<file path="config.mk">
export PLATFORM = sky130hd
export DESIGN_NAME = mem_arbiter_rr
export DESIGN_NICKNAME = d
export VERILOG_FILES = /design/src/rtl/mem_arbiter_rr.sv
export SDC_FILE = /design/constraint.sdc
export NUM_CORES = 1
export LEC_CHECK = 0
export ABC_AREA = 1
export CAP_MARGIN = 20
export CORE_AREA = 2 2 297 299
export CTS_CLUSTER_DIAMETER = 50
export CTS_CLUSTER_SIZE = 12
export DETAILED_ROUTE_END_ITERATION = 7
export DIE_AREA = 0 0 299 301
export GPL_TIMING_DRIVEN = 1
export PLACE_DENSITY_LB_ADDON = 0.15
export SYNTH_ARGS = -nofsm -noshare
export SYNTH_HDL_FRONTEND = slang
export SYNTH_SLANG_ARGS = --single-unit
</file>
<file path="constraint.sdc">
create_clock -name clk_i -period 1.3 [get_ports clk_i]
set_input_delay 0.26 -clock clk_i [delete_from_list [all_inputs] [get_ports clk_i]]
set_output_delay 0.26 -clock clk_i [all_outputs]
set_load 0.02 [all_outputs]
</file>
<file path="src/rtl/mem_arbiter_rr.sv">
// rtl/mem_arbiter_rr.sv - N-channel round-robin/fixed-priority memory arbiter, one transaction in flight
module mem_arbiter_rr #(
    parameter int NUM_CH     = 2,
    parameter int ADDR_W     = 32,
    parameter int BLK_W      = 128,
    parameter int SIZE_W     = 2,
    parameter int FIXED_PRIO = 0
) (
    input  logic                       clk_i,
    input  logic                       rst_ni,
    input  logic [NUM_CH-1:0]          ch_req_valid_i,
    output logic [NUM_CH-1:0]          ch_req_ready_o,
    input  logic [NUM_CH*ADDR_W-1:0]   ch_req_addr_i,
    input  logic [NUM_CH-1:0]          ch_req_rw_i,
    input  logic [NUM_CH*SIZE_W-1:0]   ch_req_size_i,
    input  logic [NUM_CH*BLK_W-1:0]    ch_req_data_i,
    input  logic [NUM_CH-1:0]          ch_req_uncached_i,
    output logic [NUM_CH-1:0]          ch_rsp_valid_o,
    output logic [BLK_W-1:0]           ch_rsp_data_o,
    output logic                       mem_req_valid_o,
    input  logic                       mem_req_ready_i,
    output logic [ADDR_W-1:0]          mem_req_addr_o,
    output logic                       mem_req_rw_o,
    output logic [SIZE_W-1:0]          mem_req_size_o,
    output logic [BLK_W-1:0]           mem_req_data_o,
    output logic                       mem_req_uncached_o,
    input  logic                       mem_rsp_valid_i,
    input  logic [BLK_W-1:0]           mem_rsp_data_i,
    output logic [$clog2(NUM_CH)-1:0]  grant_id_o,
    output logic                       busy_o
);

    localparam int CW = $clog2(NUM_CH);

    typedef enum logic [1:0] {
        IDLE  = 2'd0,
        ISSUE = 2'd1,
        WAIT  = 2'd2
    } state_t;

    state_t              state;
    logic [NUM_CH-1:0]   pend;
    logic [ADDR_W-1:0]   lat_addr [NUM_CH];
    logic [SIZE_W-1:0]   lat_size [NUM_CH];
    logic [BLK_W-1:0]    lat_data [NUM_CH];
    logic [NUM_CH-1:0]   lat_rw;
    logic [NUM_CH-1:0]   lat_unc;
    logic [CW-1:0]       grant_id;
    logic [CW-1:0]       last_grant;
    logic [CW-1:0]       win_id;
    logic                win_found;
    logic                rsp_fire;

    assign rsp_fire = (state == WAIT) && mem_rsp_valid_i;

    // Search order starts just after the previous winner; fixed priority scans from index 0.
    always_comb begin
        int idx;
        win_found = 1'b0;
        win_id    = '0;
        idx       = 0;
        for (int i = 0; i < NUM_CH; i++) begin
            if (FIXED_PRIO != 0) begin
                idx = i;
            end else begin
                idx = (int'(last_grant) + 1 + i) % NUM_CH;
            end
            if (!win_found && pend[CW'(idx)]) begin
                win_found = 1'b1;
                win_id    = CW'(idx);
            end
        end
    end

    always_ff @(posedge clk_i or negedge rst_ni) begin
        if (!rst_ni) begin
            state              <= IDLE;
            pend               <= '0;
            last_grant         <= CW'(NUM_CH - 1);
            grant_id           <= '0;
            lat_rw             <= '0;
            lat_unc            <= '0;
            busy_o             <= 1'b0;
            mem_req_valid_o    <= 1'b0;
            mem_req_addr_o     <= '0;
            mem_req_rw_o       <= 1'b0;
            mem_req_size_o     <= '0;
            mem_req_data_o     <= '0;
            mem_req_uncached_o <= 1'b0;
            for (int k = 0; k < NUM_CH; k++) begin
                lat_addr[k] <= '0;
                lat_size[k] <= '0;
                lat_data[k] <= '0;
            end
        end else begin
            for (int k = 0; k < NUM_CH; k++) begin
                if (ch_req_valid_i[k] && !pend[k]) begin
                    pend[k]     <= 1'b1;
                    lat_addr[k] <= ch_req_addr_i[k*ADDR_W +: ADDR_W];
                    lat_size[k] <= ch_req_size_i[k*SIZE_W +: SIZE_W];
                    lat_data[k] <= ch_req_data_i[k*BLK_W +: BLK_W];
                    lat_rw[k]   <= ch_req_rw_i[k];
                    lat_unc[k]  <= ch_req_uncached_i[k];
                end
            end

            case (state)
                IDLE: begin
                    if (win_found) begin
                        state              <= ISSUE;
                        grant_id           <= win_id;
                        last_grant         <= win_id;
                        busy_o             <= 1'b1;
                        mem_req_valid_o    <= 1'b1;
                        mem_req_addr_o     <= lat_addr[win_id];
                        mem_req_rw_o       <= lat_rw[win_id];
                        mem_req_size_o     <= lat_size[win_id];
                        mem_req_data_o     <= lat_data[win_id];
                        mem_req_uncached_o <= lat_unc[win_id];
                    end
                end
                ISSUE: begin
                    if (mem_req_ready_i) begin
                        state           <= WAIT;
                        mem_req_valid_o <= 1'b0;
                    end
                end
                WAIT: begin
                    // Latch is released in the delivery cycle; the channel can re-request next cycle.
                    if (mem_rsp_valid_i) begin
                        state              <= IDLE;
                        pend[grant_id]     <= 1'b0;
                        busy_o             <= 1'b0;
                        mem_req_addr_o     <= '0;
                        mem_req_rw_o       <= 1'b0;
                        mem_req_size_o     <= '0;
                        mem_req_data_o     <= '0;
                        mem_req_uncached_o <= 1'b0;
                    end
                end
                default: begin
                    state           <= IDLE;
                    busy_o          <= 1'b0;
                    mem_req_valid_o <= 1'b0;
                end
            endcase
        end
    end

    assign ch_req_ready_o = ~pend;
    assign ch_rsp_data_o  = mem_rsp_data_i;
    assign ch_rsp_valid_o = rsp_fire ? ({{(NUM_CH-1){1'b0}}, 1'b1} << grant_id) : '0;
    assign grant_id_o     = grant_id;

endmodule

</file>
==> results_tabular.tex, run 1 <==
\begin{tabular}{lr}
\hline
Metric & Value \\
\hline
\multicolumn{2}{l}{\textbf{Outcome}} \\
\quad Run status & finished, violations left \\
\quad Failing checks & negative setup slack \\
\multicolumn{2}{l}{\textbf{Finish}} \\
\quad Final Instance Count excl. Fillers & 4482 \\
\quad Post-synthesis to final-layout area growth & 50.7\% \\
\quad Layout cell share with drive strength beyond 1 & 0.180 \\
\quad Net count, final & roughly 3700 \\
\quad Finished Core Util & 0.392 \\
\multicolumn{2}{l}{\textbf{Synth}} \\
\quad Area share of the leading cell type in the synthesized netlist & 0.555 \\
\quad Total nets after synthesis & approximately 3200 \\
\quad Biggest area contributors in the synthesized netlist & dfrtp\_1 (55\%), nand2\_1 (15\%), nand3\_1 (9.8\%), nor2\_1 (7.3\%), buf\_4 (5.4\%) \\
\quad Fraction of the yosys area taken by sequential cells & 0.556 \\
\quad Most frequent cells after synthesis & nand2\_1 (883), dfrtp\_1 (499), nand3\_1 (441) \\
\quad Share of flip-flops with an asynchronous set or reset after synthesis & 1.00 \\
\quad Count of synthesis-stage warnings from yosys & 0 \\
\quad Combined area of all synthesized cells & between 20000 and 25000 µm² \\
\quad EDFF count, synth & 0 \\
\quad Number of standard cells after synthesis & $\sim$2800 \\
\quad Leading cell type by number of instances after synthesis & nand2\_1 \\
\quad Register bit total from synthesis & 500 \\
\quad Dominant synthesized flop cell & dfrtp\_1 \\
\quad Number of library cell types mapped by synthesis & 18 \\
\quad Post-Synthesis Mean Instance Area & roughly 8 µm² \\
\quad Cell accounting for the most synthesized area & dfrtp\_1 \\
\multicolumn{2}{l}{\textbf{Placement}} \\
\quad Number of buffers inserted by port buffering & about 500 \\
\quad Placed wire-length estimate after detailed placement & roughly 57000 µm \\
\quad Count of placed standard cells including taps & 4223 \\
\quad Global placer's final weighted congestion & roughly 0.83 \\
\quad Pre-CTS WS & -0.780 ns \\
\multicolumn{2}{l}{\textbf{Clock network}} \\
\quad Clock insertion delay at the later pin of the skew report & approximately 0.6 ns \\
\quad Num CTS Buffers & 73 \\
\quad Clock sinks & 500 \\
\quad H-tree level count & 3 \\
\quad Clock buffer depth & 3 \\
\quad CTS tree & yes \\
\quad Clock edge transition at the registers on the reported setup and hold paths & approximately 0.060 ns \\
\quad Root cell of the clock tree & clkbuf\_16 \\
\multicolumn{2}{l}{\textbf{Global route}} \\
\quad Initial antenna violation count & 9 \\
\quad Vias in the first global route & $\sim$21000 \\
\quad Pin count of the biggest net entering global routing & 71 \\
\quad Overall global routing resource usage & 0.193 \\
\quad First-pass GRT wire length & about 130000 µm \\
\quad GRT Residual Overflow & 0 \\
\multicolumn{2}{l}{\textbf{Critical path}} \\
\quad Cell Chain, Critical Path & inv\_2, nand2\_2, inv\_4, nand2\_8, nor2\_4, buf\_6 \\
\quad Crit path arrival time & roughly 1.6 ns \\
\quad Largest stage delay, worst path & $\sim$0.39 ns \\
\quad Cell with the biggest individual delay on the critical path & dfrtp\_1 \\
\quad Critical path startpoint category & flip-flop \\
\quad Critical Path Sink Type & output pin \\
\quad Highest net fanout along the worst path & 2 \\
\quad Critical path required time & 1.04 ns \\
\quad Kind of critical path & flip-flop to output pin \\
\multicolumn{2}{l}{\textbf{Floorplan}} \\
\quad Initial standard-cell utilization of the core & 0.260 \\
\quad Standard-cell row count & 108 \\
\quad Total I/O pin count & about 760 \\
\quad Placeable core region & around 86000 µm² \\
\quad Vert. Die Dim & roughly 300 µm \\
\quad Area of the die & approximately 90000 µm² \\
\quad Die extent in x & between 200 and 300 µm \\
\multicolumn{2}{l}{\textbf{Detailed routing}} \\
\quad Ratio of routed vias to standard cells & 4.57 \\
\quad Number of nets with antenna violations after detailed routing & 0 \\
\quad Via count & between 20000 and 25000 \\
\quad Wire per inst & approximately 20 µm \\
\quad Residual DRC & 0 \\
\quad Count of TritonRoute iterations in the first routing pass & 6 \\
\quad DRT Wirelength & roughly 91000 µm \\
\quad DRT iter0 DRCs & roughly 1200 \\
\multicolumn{2}{l}{\textbf{Timing}} \\
\quad Transition time at the pin with the least slew margin & between 0.4 and 0.5 ns \\
\quad Unrepaired setup endpoints after global routing & true \\
\quad Number of endpoints failing setup at the final stage & between 500 and 600 \\
\quad Pins over their slew limit & 0 \\
\quad Min cycle time layout & 1.82 ns \\
\quad Final-layout worst hold slack & about 0.085 ns \\
\quad Worst-case setup margin in the final layout & -0.515 ns \\
\quad Setup skew after layout & roughly 0.030 ns \\
\quad Share of the cycle needed by the critical path after routing & 1.40 \\
\quad Slew HR & 0.715 \\
\quad Max Fclk & between 500 and 600 MHz \\
\quad Final hold violation count & 0 \\
\multicolumn{2}{l}{\textbf{Pwr}} \\
\quad Worst vdd ir & between 1 and 1.5 mV \\
\quad Power density cells & about 2700 nW/µm² \\
\quad Leakage power summed over all cells & 16.9 nW \\
\multicolumn{2}{l}{\textbf{Flow run}} \\
\quad Max\_cap viols & 0 \\
\multicolumn{2}{l}{\textbf{Worst hold path}} \\
\quad Path type of the worst min-delay path & input port to async pin \\
\hline
\end{tabular}
-- per-layer routing --
| layer | track usage | wire [µm] |
|---|---|---|
| met3 | 0.0476 | 6280 |
| met5 | 0 | 65 |
| met2 | 0.308 | 42500 |
| met4 | 0.0625 | 2200 |
| met1 | 0.257 | 39700 |
-- cell usage in the layout (no fill, tap or decap), types with 5 or more instances in the layout --
| cell type | netlist | final |
|---|---|---|
| nand2_1 | 883 | 879 |
| dfrtp_1 | 499 | 497 |
| nand3_1 | 441 | 434 |
| nor2_1 | 439 | 416 |
| clkdlybuf4s50_1 | 0 | 330 |
| buf_6 | 2 | 170 |
| a21oi_1 | 112 | 103 |
| buf_4 | 162 | 102 |
| clkbuf_16 | 0 | 89 |
| buf_12 | 0 | 84 |
| inv_1 | 62 | 59 |
| buf_16 | 0 | 27 |
| nor2_2 | 0 | 19 |
| clkbuf_8 | 0 | 12 |
| inv_6 | 0 | 11 |
| buf_8 | 0 | 10 |
| a21oi_2 | 0 | 9 |
| clkinv_2 | 0 | 9 |
| bufinv_16 | 0 | 8 |
| clkinvlp_4 | 0 | 8 |
| nand3_2 | 0 | 7 |
| nor2_4 | 1 | 5 |
-- final cells by class --
type / count / area (µm²)
fill: 8750 / 52600
sequential: 500 / 12500
timing repair buffer: 741 / 9020
multi-input combinational: 1883 / 8000
clock buffer: 88 / 2050
tap: 1155 / 1450
clock inverter: 44 / 557
inverter: 66 / 292
timing repair inverter: 1 / 30.0
antenna: 4 / 10.0
-- report_power, final --
part	total, W	internal, W	switching (W)
clock	0.0211	0.0130	0.00806
combinational	0.0438	0.0210	0.0228
sequential	0.0276	0.0229	0.00472
total	0.0924	0.0569	0.0356
-- kinds of logic (layout without fill, tap and decap cells) --
family | count (synthesis) | after routing | synth area share
simple gates | 1768 | 1768 | 0.321
buf+inv | 387 | 940 | 0.0977
other cells | 0 | 4 | 0
flops | 500 | 500 | 0.556
compound gates | 115 | 115 | 0.0256
-- per-stage QoR --
stage	TNS [ns]	power [W]	instance area [µm²]
finish	-80.05	0.0924	33900
global route	-126.66	0.0988	33900
CTS	-92.39	0.0903	33100
detailed placement	-80.48	0.0613	28800
global placement	-76.11	0.0607	28800
floorplan	-1.97	0.0460	22500
-- path summary, 6_finish.rpt --
check	start	to	slack, ns	cells after the start
worst min register to register	lat_data[124]	lat_data[124]	0.47	2
worst min-delay path	rst_ni	mem_req_data_o[120]	0.09	2
worst max register to register	state[1]	mem_req_data_o[19]	-0.38	8
min in group clk_i	ch_req_valid_i[1]	lat_data[97]	0.12	4
max in group asynchronous	rst_ni	lat_addr[21]	0.44	4
worst max-delay path	state[0]	ch_rsp_valid_o[0]	-0.52	6
-- timing repair --
item                       CTS  global route
hold endpoints to repair   479             0
gates resized for setup    987            63
hold buffers                 1             0
cloned                      22            16
pin swaps                   26            18
buffers inserted            71            20
setup endpoints to repair  383           666
-- registers in the layout, indices dropped and copies added, names as in the netlist --
name                flops
mem_req_uncached_o      1
state                   2
mem_req_valid_o         1
lat_unc                 2
grant_id_o              1
pend                    2
mem_req_size_o          2
busy_o                  1
last_grant              1
mem_req_rw_o            1
lat_rw                  2
lat_data              256
lat_size                4
lat_addr               64
mem_req_addr_o         32
mem_req_data_o        128
-- worst max-delay path: cells and delay by family (launching register included) --
family / cells / cell delay [ns]
buffers and inverters: 3 / 0.29
flip-flops: 1 / 0.39
AND/OR/NAND/NOR: 3 / 0.27
No activity file was read; power rests on OpenSTA's default activity.
==> run 2: changes to the inputs <==
- TNS_END_PERCENT: default -> 50
==> results of run 2 <==
Final layout, timing and power as in run 1 (identical DEF).
